## src/rtl/frame_deframer.sv

```systemverilog
// Receive-side deframer: hunts for the frame header in the demodulated bitstream and extracts payloads.
// Optional DEFRAME_POLARITY_EN: accept an inverted header and de-invert the stream that follows it.
module frame_deframer #(
    parameter int HEADER  = 6,
    parameter int HDR_W   = 4,
    parameter int DATA_W  = 12,
    parameter int CONFIRM = 2,
    parameter int LOSS    = 3
) (
    input  logic              sys_clk,
    input  logic              sys_rst,
    input  logic              r_fsk_data,
    input  logic              bit_valid,
    output logic [DATA_W-1:0] r_frame_data,
    output logic              frame_valid,
    output logic              frame_correct,
    output logic [1:0]        sync_state
);

    localparam logic [1:0] ST_HUNT    = 2'd0;
    localparam logic [1:0] ST_PAYLOAD = 2'd1;
    localparam logic [1:0] ST_CHECK   = 2'd2;

    localparam int CNT_W = (DATA_W > HDR_W) ? $clog2(DATA_W) : $clog2(HDR_W);

    localparam logic [HDR_W-1:0] HDR_PAT   = HDR_W'(HEADER);
    localparam logic [CNT_W-1:0] PAY_LAST  = CNT_W'(DATA_W - 1);
    localparam logic [CNT_W-1:0] HDR_LAST  = CNT_W'(HDR_W - 1);
    localparam logic [CNT_W-1:0] CNT_ONE   = CNT_W'(1);
    localparam logic [2:0]       CONFIRM_C = 3'(CONFIRM);
    localparam logic [2:0]       LOSS_C    = 3'(LOSS);

    // Only HDR_W-1 history bits are kept; the incoming bit completes the window.
    logic [1:0]        state_q,      state_d;
    logic [HDR_W-2:0]  sr_q,         sr_d;
    logic [DATA_W-2:0] pay_q,        pay_d;
    logic [CNT_W-1:0]  cnt_q,        cnt_d;
    logic [2:0]        hit_q,        hit_d;
    logic [2:0]        miss_q,       miss_d;
    logic [DATA_W-1:0] frame_data_q, frame_data_d;
    logic              frame_vld_q,  frame_vld_d;
    logic              frame_ok_q,   frame_ok_d;
`ifdef DEFRAME_POLARITY_EN
    logic              inv_q,        inv_d;
`endif

    logic              bit_s;
    logic [HDR_W-1:0]  window_s;
    logic [2:0]        hit_inc_s;
    logic [2:0]        miss_inc_s;

    function automatic logic hdr_match(input logic [HDR_W-1:0] w);
        return (w == HDR_PAT);
    endfunction

`ifdef DEFRAME_POLARITY_EN
    assign bit_s = r_fsk_data ^ inv_q;
`else
    assign bit_s = r_fsk_data;
`endif

    assign window_s   = {sr_q, bit_s};
    assign hit_inc_s  = (hit_q  >= CONFIRM_C) ? hit_q  : hit_q  + 3'd1;
    assign miss_inc_s = (miss_q >= LOSS_C)    ? miss_q : miss_q + 3'd1;

    // Next-state logic for the hunt / payload / header-check sequencer.
    always_comb begin
        state_d      = state_q;
        sr_d         = sr_q;
        pay_d        = pay_q;
        cnt_d        = cnt_q;
        hit_d        = hit_q;
        miss_d       = miss_q;
        frame_data_d = frame_data_q;
        frame_vld_d  = 1'b0;
        frame_ok_d   = frame_ok_q;
`ifdef DEFRAME_POLARITY_EN
        inv_d        = inv_q;
`endif
        if (bit_valid) begin
            case (state_q)
                ST_HUNT: begin
                    sr_d = window_s[HDR_W-2:0];
                    if (hdr_match(window_s)) begin
                        state_d = ST_PAYLOAD;
                        cnt_d   = '0;
                        hit_d   = 3'd1;
                    end
`ifdef DEFRAME_POLARITY_EN
                    else if (hdr_match(~window_s)) begin
                        state_d = ST_PAYLOAD;
                        cnt_d   = '0;
                        hit_d   = 3'd1;
                        inv_d   = 1'b1;
                    end
`endif
                    else begin
                        state_d = ST_HUNT;
                    end
                end
                ST_PAYLOAD: begin
                    pay_d = {pay_q[DATA_W-3:0], bit_s};
                    if (cnt_q == PAY_LAST) begin
                        frame_data_d = {pay_q, bit_s};
                        frame_vld_d  = 1'b1;
                        state_d      = ST_CHECK;
                        cnt_d        = '0;
                    end else begin
                        cnt_d = cnt_q + CNT_ONE;
                    end
                end
                ST_CHECK: begin
                    sr_d = window_s[HDR_W-2:0];
                    if (cnt_q == HDR_LAST) begin
                        cnt_d = '0;
                        if (hdr_match(window_s)) begin
                            state_d = ST_PAYLOAD;
                            if (frame_ok_q) begin
                                miss_d = 3'd0;
                            end else begin
                                hit_d = hit_inc_s;
                                if (hit_inc_s >= CONFIRM_C) begin
                                    frame_ok_d = 1'b1;
                                    miss_d     = 3'd0;
                                end else begin
                                    frame_ok_d = 1'b0;
                                end
                            end
                        end else if (frame_ok_q) begin
                            // Flywheel: tolerate isolated bad headers while locked.
                            if (miss_inc_s >= LOSS_C) begin
                                frame_ok_d = 1'b0;
                                hit_d      = 3'd0;
                                miss_d     = 3'd0;
                                sr_d       = '0;
                                state_d    = ST_HUNT;
`ifdef DEFRAME_POLARITY_EN
                                inv_d      = 1'b0;
`endif
                            end else begin
                                miss_d  = miss_inc_s;
                                state_d = ST_PAYLOAD;
                            end
                        end else begin
                            hit_d   = 3'd0;
                            sr_d    = '0;
                            state_d = ST_HUNT;
`ifdef DEFRAME_POLARITY_EN
                            inv_d   = 1'b0;
`endif
                        end
                    end else begin
                        cnt_d = cnt_q + CNT_ONE;
                    end
                end
                default: begin
                    state_d = ST_HUNT;
                    sr_d    = '0;
                    cnt_d   = '0;
                end
            endcase
        end else begin
            state_d = state_q;
        end
    end

    // State and output registers.
    always_ff @(posedge sys_clk or negedge sys_rst) begin
        if (!sys_rst) begin
            state_q      <= ST_HUNT;
            sr_q         <= '0;
            pay_q        <= '0;
            cnt_q        <= '0;
            hit_q        <= 3'd0;
            miss_q       <= 3'd0;
            frame_data_q <= '0;
            frame_vld_q  <= 1'b0;
            frame_ok_q   <= 1'b0;
`ifdef DEFRAME_POLARITY_EN
            inv_q        <= 1'b0;
`endif
        end else begin
            state_q      <= state_d;
            sr_q         <= sr_d;
            pay_q        <= pay_d;
            cnt_q        <= cnt_d;
            hit_q        <= hit_d;
            miss_q       <= miss_d;
            frame_data_q <= frame_data_d;
            frame_vld_q  <= frame_vld_d;
            frame_ok_q   <= frame_ok_d;
`ifdef DEFRAME_POLARITY_EN
            inv_q        <= inv_d;
`endif
        end
    end

    assign r_frame_data  = frame_data_q;
    assign frame_valid   = frame_vld_q;
    assign frame_correct = frame_ok_q;
    assign sync_state    = state_q;

endmodule

```

## config.mk

```make
export PLATFORM = sky130hd
export DESIGN_NAME = frame_deframer
export DESIGN_NICKNAME = d
export VERILOG_FILES = /design/src/rtl/frame_deframer.sv
export SDC_FILE = /design/constraint.sdc
export NUM_CORES = 1
export LEC_CHECK = 0
export CORE_MARGIN = 3
export CORE_UTILIZATION = 55
export CTS_CLUSTER_DIAMETER = 50
export DETAILED_ROUTE_END_ITERATION = 8
export GPL_TIMING_DRIVEN = 0
export PLACE_DENSITY = 0.78
export RECOVER_POWER = 25
export SLEW_MARGIN = 10
export SYNTH_ARGS = -nofsm -noshare
export SYNTH_HDL_FRONTEND = slang
export SYNTH_SLANG_ARGS = --single-unit
```

## constraint.sdc

```tcl
create_clock -name sys_clk -period 2.8 [get_ports sys_clk]
set_clock_uncertainty 0.2 [all_clocks]
set_input_delay 0.56 -clock sys_clk [delete_from_list [all_inputs] [get_ports sys_clk]]
set_output_delay 0.56 -clock sys_clk [all_outputs]
set_load 0.05 [all_outputs]
```

## Yosys cells after proc, flatten, opt, wreduce, memory -nomap -nowiden

Index checks and enable logic that the tools add are counted.

- Flip-flop bits (word level): 40
- Logic and storage cells: 77
- Input bits: 4
- Output and inout port bits: 16

- Bitwise operators: 1
- Reductions and logical operators: 12
- Equality and inequality tests: 10
- Add/sub/neg operators: 3
- $lt $le $gt $ge: 4
- Muxes and demuxes: 38

Operator list:

| operator | number |
|---|---|
| $mux 3 | 17 |
| $ge 3x2->1 const B | 4 |
| $mux 4 | 3 |
| $pmux 4 s3 | 1 |
| $mux 1 | 10 |
| $pmux 3 s3 | 1 |
| $reduce_and 3->1 | 3 |
| $mux 2 | 4 |
| $add 3x1->3 const B | 2 |
| $ne 2x2->1 const B | 3 |
| $ne 3x3->1 const B | 2 |
| $pmux 2 s3 | 1 |
| $pmux 3 s2 | 1 |
| $reduce_and 2->1 | 3 |
| $reduce_and 6->1 | 1 |
| $reduce_bool 2->1 | 3 |
| $reduce_and 5->1 | 1 |
| $add 4x1->4 const B | 1 |
| $eq 4x2->1 const B | 1 |
| $eq 4x3->1 const B | 1 |
| $eq 4x4->1 const B | 1 |
| $eq 2x1->1 const B | 1 |
| $eq 2x2->1 const B | 1 |
| $logic_not 2->1 | 1 |
| $not 1->1 | 1 |

## Depth between registers and ports, before layout

Gate-level depths: netlist (run 1).

- Word-level depth: 8
- Mapped depth: 7
- Mapped depth without buffers: 6

## Least setup slack after synthesis (run 1)

No wires, ideal clock.

- Path type: flip-flop to flip-flop
- Start: register state_q[0], in the netlist sync_state[0]
- End: register frame_data_q[2], in the netlist r_frame_data[2]
- Buffers on the path: 1
- Setup slack: 0.649 ns
- Cell stages (with the launch flop): 6
- Data required time: 2.475 ns
- Arrival time: 1.827 ns
- Path through: dfrtp_1 > ha_1 > nand2_1 > nor3_4 > buf_6 > mux2_2

- Longest elaborated chain between the ends: 2

Ends and longest elaborated chain:

| item | line | text |
|---|---|---|
| start, declared | 34 | `logic [1:0] state_q, state_d;` |
| start signal, assigned | 183 | `state_q <= state_d;` |
| $eq 2x1->1 | 81 | `case (state_q)` |
| $reduce_and 3->1 (no source line) | -- |  |
| end signal, assigned | 189 | `frame_data_q <= frame_data_d;` |
| end, declared | 40 | `logic [DATA_W-1:0] frame_data_q, frame_data_d;` |

Every way passes these cells.
A chain may end at the register's enable or synchronous reset.

## Final worst setup path (run 1)

- Start: register frame_ok_q, in the netlist frame_correct
- End: output frame_correct

RTL lines:

| item | line | text |
|---|---|---|
| start, declared | 42 | `logic frame_ok_q, frame_ok_d;` |
| start signal, assigned | 191 | `frame_ok_q <= frame_ok_d;` |
| end, declared | 16 | `output logic frame_correct,` |

No word-level cell between the ends.

==> out/metrics.yaml, run 1 <==
status:
  status: "completed"
route:
  vias: 1320
  ant_nets: 0
  wl_per_cell_um: 15.2
  dr.pass1.iters: 4
  via_per_inst: 5.69
  dr.first_iter.drc_count: 107
  drt_wl_total_mm: 3.52
  drc: 0
clock_tree:
  cts_tree: "done"
  htreeDepth: 2
  clk_pin_slew_worst_paths_ps: 110
  postCtsSetupBuffers: 0
  insertion_delay_ps: 350
  cts_made_buffers: 5
  cts_root_buf: "clkbuf_4"
  clockBufferDepth: 2
  clock_sinks: 40
  cts.repair.resized: 0
grt:
  antenna_found_initial: 0
  grt_max_degree: 31
  grt_pass1_wl_mm: 6.04
  overflow: 0
  grt_pass1_vias: 1365
  grtUsageTotal_pct: 18.9
setup_path:
  crit_family: "buffers and inverters"
  critPathCapture: "frame_correct"
  crit_arrival_ps: 1660
  r2r_slack_ps: 710
  worstSetupStartpoint: "frame_correct"
  critPathCaptureType: "output pin"
  critPathSlowestCell: "clkdlybuf4s50_1"
  critPathKind: "flop to output pin"
  path_cells: "clkdlybuf4s50_1"
  reg2reg_from: "sync_state[1]"
  critPathMaxStageDelay_ps: 840
  cp.required_ps: 2040
  worstPathMaxFanout: 8
  critPathBufInv: 1
  worstSetupStartpointType: "flop"
  r2r_end: "r_frame_data[6]"
  r2r_cells: 6
  cp.depth: 1
layout:
  final-seq-area_um2: 1000
  fillCellCount: 260
  drive_gt1_share_pct: 23.4
  nets: 200
  syn2layout_area_growth_pct: 15.8
  multiInputGateArea_um2: 852
  diodes: 0
  fin_cells: 232
sta:
  maxSlewHeadroom_pct: 52.6
  hold_viol: 0
  rsz0062_at_grt: "no"
  finalCriticalPeriod_ps: 2420
  setup_viol_count_final: 0
  fin_crit_sh_pct: 86.3
  slew_violations: 0
  max_slew.worst_pin.slew_ps: 711
  tns_ps: 0
  clock.fmax_ghz: 0.414
synth:
  netlist-cell-type-count: 37
  yosysTopAreaCell: "dfrtp_1"
  synth_area_leaders: "dfrtp_1, mux2_2, ha_1"
  yosysTopAreaCellShare_pct: 52.1
  syn_nets: 172
  syn_inst: 160
  syn_avg_cell_area_um2: 12.0
  ys_seq_area_share_pct: 52.1
  netlist_area_um2: 1920
  ys_ff_latch: 40
  yosys_warnings: 0
hold_path:
  hold_path_class: "flop to flop"
floorplan:
  dieArea_um2: 4240
  ios: 20
  die_w_um: 65.1
  fp-row-count: 20
  die_h_um: 65.1
  core_area_um2: 3200
  start_util_pct: 60.0
pwr:
  peakVddDrop_mv: 0.351
  leakagePower_nw: 1.05
  powerDensity_nw_per_um2: 517
flow_run:
  cap_violations: 0
place:
  dp.cells: 224
  portBuffers: 19
  hpwl_mm: 2.64
  gp_congestion: 0.807
[worst min-delay path by stage]
stage | startpoint | to | slack [ps] | cells after the start
after floorplan | sys_rst | cnt_q[0] | 60 | 0
after global placement | sr_q[2] | sr_q[2] | 280 | 2
after detailed placement | sys_rst | miss_q[1] | 250 | 1
after CTS | r_frame_data[7] | r_frame_data[7] | 320 | 1
after global routing | r_frame_data[4] | r_frame_data[4] | 340 | 1
final | r_frame_data[7] | r_frame_data[7] | 320 | 1
[through the flow]
step	setup WS [ps]	hold WS, ps	cell area (um2)	utilization, %	total power [mW]
floorplan	649	64.4	1920	-	0.827
global placement	74.1	280	2170	67.7	0.871
detailed placement	245	248	2180	68.1	0.888
CTS	373	321	2240	70.0	1.16
global route	309	338	2230	69.5	1.23
finish	383	317	2230	69.5	1.15
[cell usage after synthesis]
cell and count:
a211o_2 1, nor2b_1 1, nor4_1 1, a21o_1 2
a211oi_4 1, a41o_1 1, inv_1 12, dfrtp_1 40
nand2_1 12, nand3_1 5, o22ai_1 1, and4bb_4 1
mux2i_1 1, a41oi_1 2, mux2_2 25, nand4bb_1 1
nor3_4 1, buf_4 1, nor3_1 1, and3_1 1
and2_4 1, a31oi_1 2, buf_2 1, or3b_4 1
nor3b_1 1, buf_6 1, o21ai_1 3, or4_4 1
o21ai_0 11, a22o_1 1, a21oi_1 8, ha_1 8
and4bb_2 1, nand2b_1 3, o41ai_1 1, nor2_1 2
o2bb2ai_1 3
[flip-flops by register name, summed over array words and instances (netlist names)]
name	flops
sync_state	2
cnt_q	4
miss_q	3
r_frame_data	12
frame_valid	1
hit_q	3
sr_q	3
pay_q	11
frame_correct	1
[kinds of logic (layout without fill, tap and decap cells)]
group | count (synthesis) | after routing | synth area share (%)
flip-flops | 40 | 40 | 52.1
AO/OA/AOI/OAI | 37 | 37 | 12.8
buffers and inverters | 15 | 43 | 3.58
adder cells (fa/ha/maj) | 8 | 8 | 5.21
multiplexers | 26 | 26 | 15.2
AND/OR/NAND/NOR | 34 | 34 | 11.2
[area by class of cell]
type / count / area share (%)
clock buffers: 5 / 1.69
flip-flops and latches: 40 / 45.0
multi-input cells: 105 / 38.3
well taps: 44 / 2.47
repair buffers: 21 / 8.94
inverters: 12 / 2.02
clock inverters: 2 / 0.562
plain buffers: 3 / 1.07
[timing repair]
item                                   4_1_cts  5_1_grt
setup endpoints to repair                    0        0
endpoints found under the hold margin       10        0
hold buffers                                 1        0
[placed cells by master (no fill, tap or decap), types with 2 or more instances in the layout]
| cell | n |
|---|---|
| dfrtp_1 | 40 |
| a21o_1 | 2 |
| a21oi_1 | 8 |
| o21ai_0 | 11 |
| clkbuf_4 | 5 |
| inv_1 | 12 |
| a41oi_1 | 2 |
| clkdlybuf4s50_1 | 18 |
| nand3_1 | 5 |
| ha_1 | 8 |
| o21ai_1 | 3 |
| nand2b_1 | 3 |
| mux2_2 | 25 |
| a31oi_1 | 2 |
| nand2_1 | 12 |
| o2bb2ai_1 | 3 |
| nor2_1 | 2 |
[routing by layer]
layer	track usage [%]	up-vias	share of wire [%]	routed length, um
li1	-	633	-	-
met1	22.9	642	43	1520
met2	31.7	41	51	1800
met3	4.44	4	4.9	172
met4	9.33	0	0.88	31
met5	0	-	0	0
[power by group]
group          total, mW  leakage [nW]  switching [mW]  internal, mW
clock network      0.276        0.0271           0.185        0.0916
registers          0.687         0.542          0.0552         0.632
logic              0.189         0.479          0.0960        0.0926
total               1.15          1.05           0.336         0.816
(Power assumes the default switching activity.)
==> run 2, diff against run 1 <==
- CORE_ASPECT_RATIO: unset -> 1.75
==> run 2 against run 1 <==
Effect of this change:
- flip-flop and latch count is the same
- register-to-register slack worse by 50 ps
- via count fell by 1.1%
- die area grew 0.66%
- global-route usage grew 0.43 points
- clock power rose by 32%
- largest power group unchanged
==> out/metrics.yaml, run 2 (synthesis results as in run 1) <==
layout:
  diodes: 0  # unchanged
  largest_reg_flops: 12  # unchanged
  fin_util_pct: 69.3  # -0.16 points
  fin_cells: 231  # -0.43%
  final_common_cell: "dfrtp_1"
  nets: 199  # -0.50%
  drive_gt1_share_pct: 22.3  # -1.1 points
  fin_area_um2: 2250  # +1.0%
  syn2layout_area_growth_pct: 17.0
  final_cell_mix: "dfrtp_1, mux2_2, clkdlybuf4s50_1"
  fillCellCount: 259  # -0.38%
sta:
  clock.fmax_ghz: 0.424  # +2.5%
  slew_violations: 0  # unchanged
  rsz0062_at_grt: "no"
  setup_viol_count_final: 0  # unchanged
  tns_ps: 0  # unchanged
  maxSlewHeadroom_pct: 24.9  # -28 points
  fin_crit_sh_pct: 84.2  # -2.1 points
  hold-worst-slack_ps: 216  # -101 ps
  hold_viol: 0  # unchanged
  finalCriticalPeriod_ps: 2360  # -59.0 ps
  max_slew.worst_pin.slew_ps: 1130  # +415 ps
grt:
  antenna_found_initial: 0  # unchanged
  grtUsageTotal_pct: 19.3  # +0.43 points
  grt_pass1_vias: 1386  # +1.5%
  grt_pass1_wl_mm: 6.29  # +4.2%
  overflow: 0  # unchanged
  grt_max_degree: 23  # -26%
setup_path:
  critPathMaxStageDelay_ps: 840  # about the same
  crit_arrival_ps: 1600  # -60 ps
  cp.required_ps: 2040  # about the same
  crit_family: "buffers and inverters"
  critPathCaptureType: "output pin"
  critPathSlowestCell: "clkdlybuf4s50_1"
  worstPathMaxFanout: 8  # unchanged
  worstSetupStartpointType: "flop"
  critPathKind: "flop to output pin"
  path_cells: "clkdlybuf4s50_1"
  critPathBufInv: 1  # unchanged
floorplan:
  die_h_um: 84.2  # +29%
  fp-row-count: 27  # +35%
  core_area_um2: 3240  # +1.3%
  die_w_um: 50.7  # -22%
  dieArea_um2: 4270  # +0.66%
  ios: 20  # unchanged
  start_util_pct: 59.3  # -0.74 points
place:
  gp_congestion: 0.892  # +11%
  portBuffers: 19  # unchanged
  hpwl_mm: 2.73  # +3.4%
  dp.cells: 223  # -0.45%
  placed_area_um2: 2190  # +0.29%
clock_tree:
  cts_tree: "done"
  cts_root_buf: "clkbuf_8"
  cts_made_buffers: 5  # unchanged
  cts.repair.resized: 0  # unchanged
  insertion_delay_ps: 290  # -60 ps
  clockBufferDepth: 2  # unchanged
  htreeDepth: 2  # unchanged
  clock_sinks: 40  # unchanged
  clk_pin_slew_worst_paths_ps: 70  # -40 ps
  cts_hold_buffers: 0  # -1
  postCtsSetupBuffers: 0  # unchanged
route:
  vias: 1305  # -1.1%
  drc: 0  # unchanged
  ant_nets: 0  # unchanged
  via_per_inst: 5.65  # -0.71%
  wl_per_cell_um: 15.3  # +0.80%
  dr.pass1.iters: 4  # unchanged
  drt_wl_total_mm: 3.53  # +0.37%
  dr.first_iter.drc_count: 30  # -72%
hold_path:
  hold_path_class: "input port to asynchronous set/reset pin"
pwr:
  leakagePower_nw: 1.06  # +0.78%
  peakVddDrop_mv: 0.495  # +41%
  powerDensity_nw_per_um2: 554  # +7.0%
status:
  status: "completed"
flow_run:
  cap_violations: 0  # unchanged
-- run 2: changes by cell type in the layout (fill, tap and decap cells not counted) --
cell           before  now
clkinvlp_4          1    0
clkbuf_2            1    0
dlygate4sd3_1       1    0
clkbuf_4            5    0
clkinv_2            1    0
clkbuf_1            1    4
clkinv_4            0    1
clkbuf_8            0    5
-- run 2: through the flow --
step | setup slack (ps) | power [mW]
2_1_floorplan | 649 | 0.827
3_3_place_gp | 130 | 0.872
3_5_place_dp | 226 | 0.896
4_1_cts | 436 | 1.26
5_1_grt | 307 | 1.32
6_report | 442 | 1.24
-- run 2: report_power, final --
part           switching (mW)  internal [mW]  leakage (nW)
Sequential             0.0577          0.632         0.542
Clock                   0.186          0.178        0.0424
Combinational          0.0985         0.0923         0.472
Total                   0.343          0.902          1.06
-- run 2: final timing paths --
path / startpoint / endpoint / slack [ps] / cells past startpoint
setup / recovery: frame_correct / frame_correct / 440 / 1
max in group asynchronous: sys_rst / sync_state[0] / 640 / 2
hold reg to reg: r_frame_data[4] / r_frame_data[4] / 310 / 1
min in group sys_clk: r_frame_data[4] / r_frame_data[4] / 310 / 1
hold / removal: sys_rst / frame_correct / 220 / 1
setup reg to reg: sync_state[1] / r_frame_data[6] / 660 / 6
-- run 2: layout make-up --
cell class / count / area, um2 / share of cell area, %
inverter: 12 / 45.0 / 2.00
buffer: 3 / 23.8 / 1.06
clock inverter: 1 / 8.76 / 0.390
clock buffer: 7 / 76.3 / 3.39
multi-input combinational: 105 / 852 / 37.9
tap: 43 / 53.8 / 2.39
sequential: 40 / 1000 / 44.5
timing repair buffer: 20 / 188 / 8.35
-- run 2: routing by layer --
layer / global-route usage, % / vias up / wire [um]
met4: 8.09 / 0 / 65
li1: - / 627 / -
met3: 4.26 / 6 / 112
met2: 34.8 / 22 / 2000
met5: 0 / - / 0
met1: 21.3 / 650 / 1360
==> run 3, diff against run 2 <==
- clock period: 2.8 -> 2.4 ns (I/O delays scaled with it)
==> run 3 against run 2 <==
Effect of this change:
- sequential power rose by 17%
- non-clock buffer count rose by 1
- via count rose by 0.15%
- critical path depth did not move
- combinational power rose by 20%
- critical path type unchanged
- highest routed layer unchanged
- die area did not move
- worst setup slack got worse by 320 ps
- sequential share of layout area fell by 0.66 points
- global-route usage did not move
- largest cell class unchanged
- first-iteration DRC count fell by 47%
- flip-flop and latch count did not move
==> out/metrics.yaml, run 3 (synthesis results as in run 1) <==
place:
  portBuffers: 19  # unchanged
  dpl_worst_slack_ps: -94.1  # -320 ps
  gp_congestion: 0.892  # unchanged
  hpwl_mm: 2.73  # unchanged
  placed_area_um2: 2190  # unchanged
setup_path:
  critPathKind: "flop to output pin"
  crit_family: "buffers and inverters"
  critPathSlowestCell: "clkdlybuf4s50_1"
  worstPathMaxFanout: 8  # unchanged
  critPathCaptureType: "output pin"
  critPathMaxStageDelay_ps: 840  # about the same
  r2r_cells: 6  # unchanged
  cp.required_ps: 1720  # -320 ps
  path_cells: "clkdlybuf4s50_1"
  worstSetupStartpointType: "flop"
  crit_arrival_ps: 1600  # about the same
  cp.depth: 1  # unchanged
  critPathBufInv: 1  # unchanged
layout:
  fillCellCount: 254  # -1.9%
  final_common_cell: "dfrtp_1"
  diodes: 0  # unchanged
  largest_reg_flops: 12  # unchanged
  drive_gt1_share_pct: 22.8  # +0.41 points
  nets: 200  # +0.50%
  fin_area_um2: 2280  # +1.5%
  syn2layout_area_growth_pct: 18.8
  final_cell_mix: "dfrtp_1, mux2_2, clkdlybuf4s50_1"
route:
  wl_per_cell_um: 15.3  # +0.10%
  via_per_inst: 5.63  # -0.28%
  dr.pass1.iters: 4  # unchanged
  drc: 0  # unchanged
  drt_wl_total_mm: 3.55  # +0.54%
  ant_nets: 0  # unchanged
  dr.first_iter.drc_count: 16  # -47%
  vias: 1307  # +0.15%
clock_tree:
  clock_sinks: 40  # unchanged
  htreeDepth: 2  # unchanged
  clockBufferDepth: 2  # unchanged
  cts_tree: "done"
  cts_root_buf: "clkbuf_8"
  postCtsSetupBuffers: 0  # unchanged
  clk_pin_slew_worst_paths_ps: 80  # about the same
  insertion_delay_ps: 290  # about the same
  cts_made_buffers: 5  # unchanged
pwr:
  pwr-share-comb_pct: 15.7  # +0.4 points
  powerDensity_nw_per_um2: 640  # +16%
  internal_power_mw: 1.06  # +17%
  leakagePower_nw: 1.07  # +1.5%
  p_sw_share_pct: 27.5  # about the same
  p_switching_mw: 0.402  # +17%
  p_clk_share_pct: 29.2  # about the same
  peakVddDrop_mv: 0.578  # +17%
  power_frac_seq_pct: 55.1  # -0.3 points
grt:
  grtUsageTotal_pct: 19.3  # unchanged
  grt_pass1_vias: 1386  # unchanged
  grt_max_degree: 23  # unchanged
  grt_pass1_wl_mm: 6.29  # unchanged
  overflow: 0  # unchanged
  antenna_found_initial: 0  # unchanged
floorplan:
  ios: 20  # unchanged
  die_h_um: 84.2  # unchanged
  die_w_um: 50.7  # unchanged
  dieArea_um2: 4270  # unchanged
  fp-row-count: 27  # unchanged
  core_area_um2: 3240  # unchanged
  start_util_pct: 59.3  # unchanged
sta:
  rsz0062_at_grt: "no"
  fin_crit_sh_pct: 95.0
  hold_viol: 0  # unchanged
  slew_violations: 0  # unchanged
  setup_viol_count_final: 0  # unchanged
  max_slew.worst_pin.slew_ps: 1170  # +47.7 ps
  hold-worst-slack_ps: 311  # +95.4 ps
  worst_slack_ps: 121  # -321 ps
  clock.fmax_ghz: 0.439
  finalCriticalPeriod_ps: 2280
  maxSlewHeadroom_pct: 21.8  # -3.2 points
hold_path:
  hold_path_class: "flop to flop"
  worstHoldPathCells: 1
flow_run:
  cap_violations: 0  # unchanged
status:
  status: "completed"
run 3: power groups by stage:
stage               clock network (mW)  registers [mW]  logic (mW)
floorplan                            0           0.801       0.164
global placement                     0           0.807       0.211
detailed placement                   0           0.817       0.229
CTS                              0.439           0.804       0.231
global route                     0.473           0.818       0.262
finish                           0.426           0.805       0.229
run 3: routing by layer:
metal | vias up | wire [um] | global-route usage (%)
li1 | 628 | - | -
met1 | 651 | 1370 | 21.3
met2 | 22 | 2010 | 34.8
met3 | 6 | 109 | 4.26
met4 | 0 | 65 | 8.09
met5 | - | 0 | 0
run 3: final timing paths:
path,from,to,slack [ps]
setup / recovery,frame_correct,frame_correct,120
hold reg to reg,r_frame_data[2],r_frame_data[2],310
max in group asynchronous,sys_rst,pay_q[1],560
hold / removal,r_frame_data[2],r_frame_data[2],310
setup reg to reg,sync_state[1],r_frame_data[6],260
min in group asynchronous,sys_rst,frame_correct,740
run 3: worst reg2reg max path, delay by kind of cell (launching register included):
family,cells,cell delay (ps)
AND/OR/NAND/NOR,2,510
flip-flops,1,430
multiplexers,1,350
buffers and inverters,2,310
adder cells (fa/ha/maj),1,220
run 3: timing repair:
item	CTS	global route
gates resized for setup	0	0
hold endpoints to repair	18	0
hold buffers	1	0
run 3: area by class of cell:
class	count	area [um2]	area share (%)
Buffer	3	23.8	1.04
Clock buffer	7	76.3	3.34
Clock inverter	1	8.76	0.384
Inverter	12	45.0	1.97
Multi-Input combinational cell	105	852	37.3
Sequential cell	40	1000	43.9
Tap cell	43	53.8	2.36
Timing Repair Buffer	21	221	9.70
run 3: per-stage QoR:
step                power, mW  setup TNS (ps)  instances  util (%)
global placement         1.02           -7930        222      66.8
detailed placement       1.05            -682        223      67.5
CTS                      1.47               0        232      70.4
finish                   1.46               0        232      70.4
floorplan               0.965               0        160         -
global route             1.55               0        232      70.4
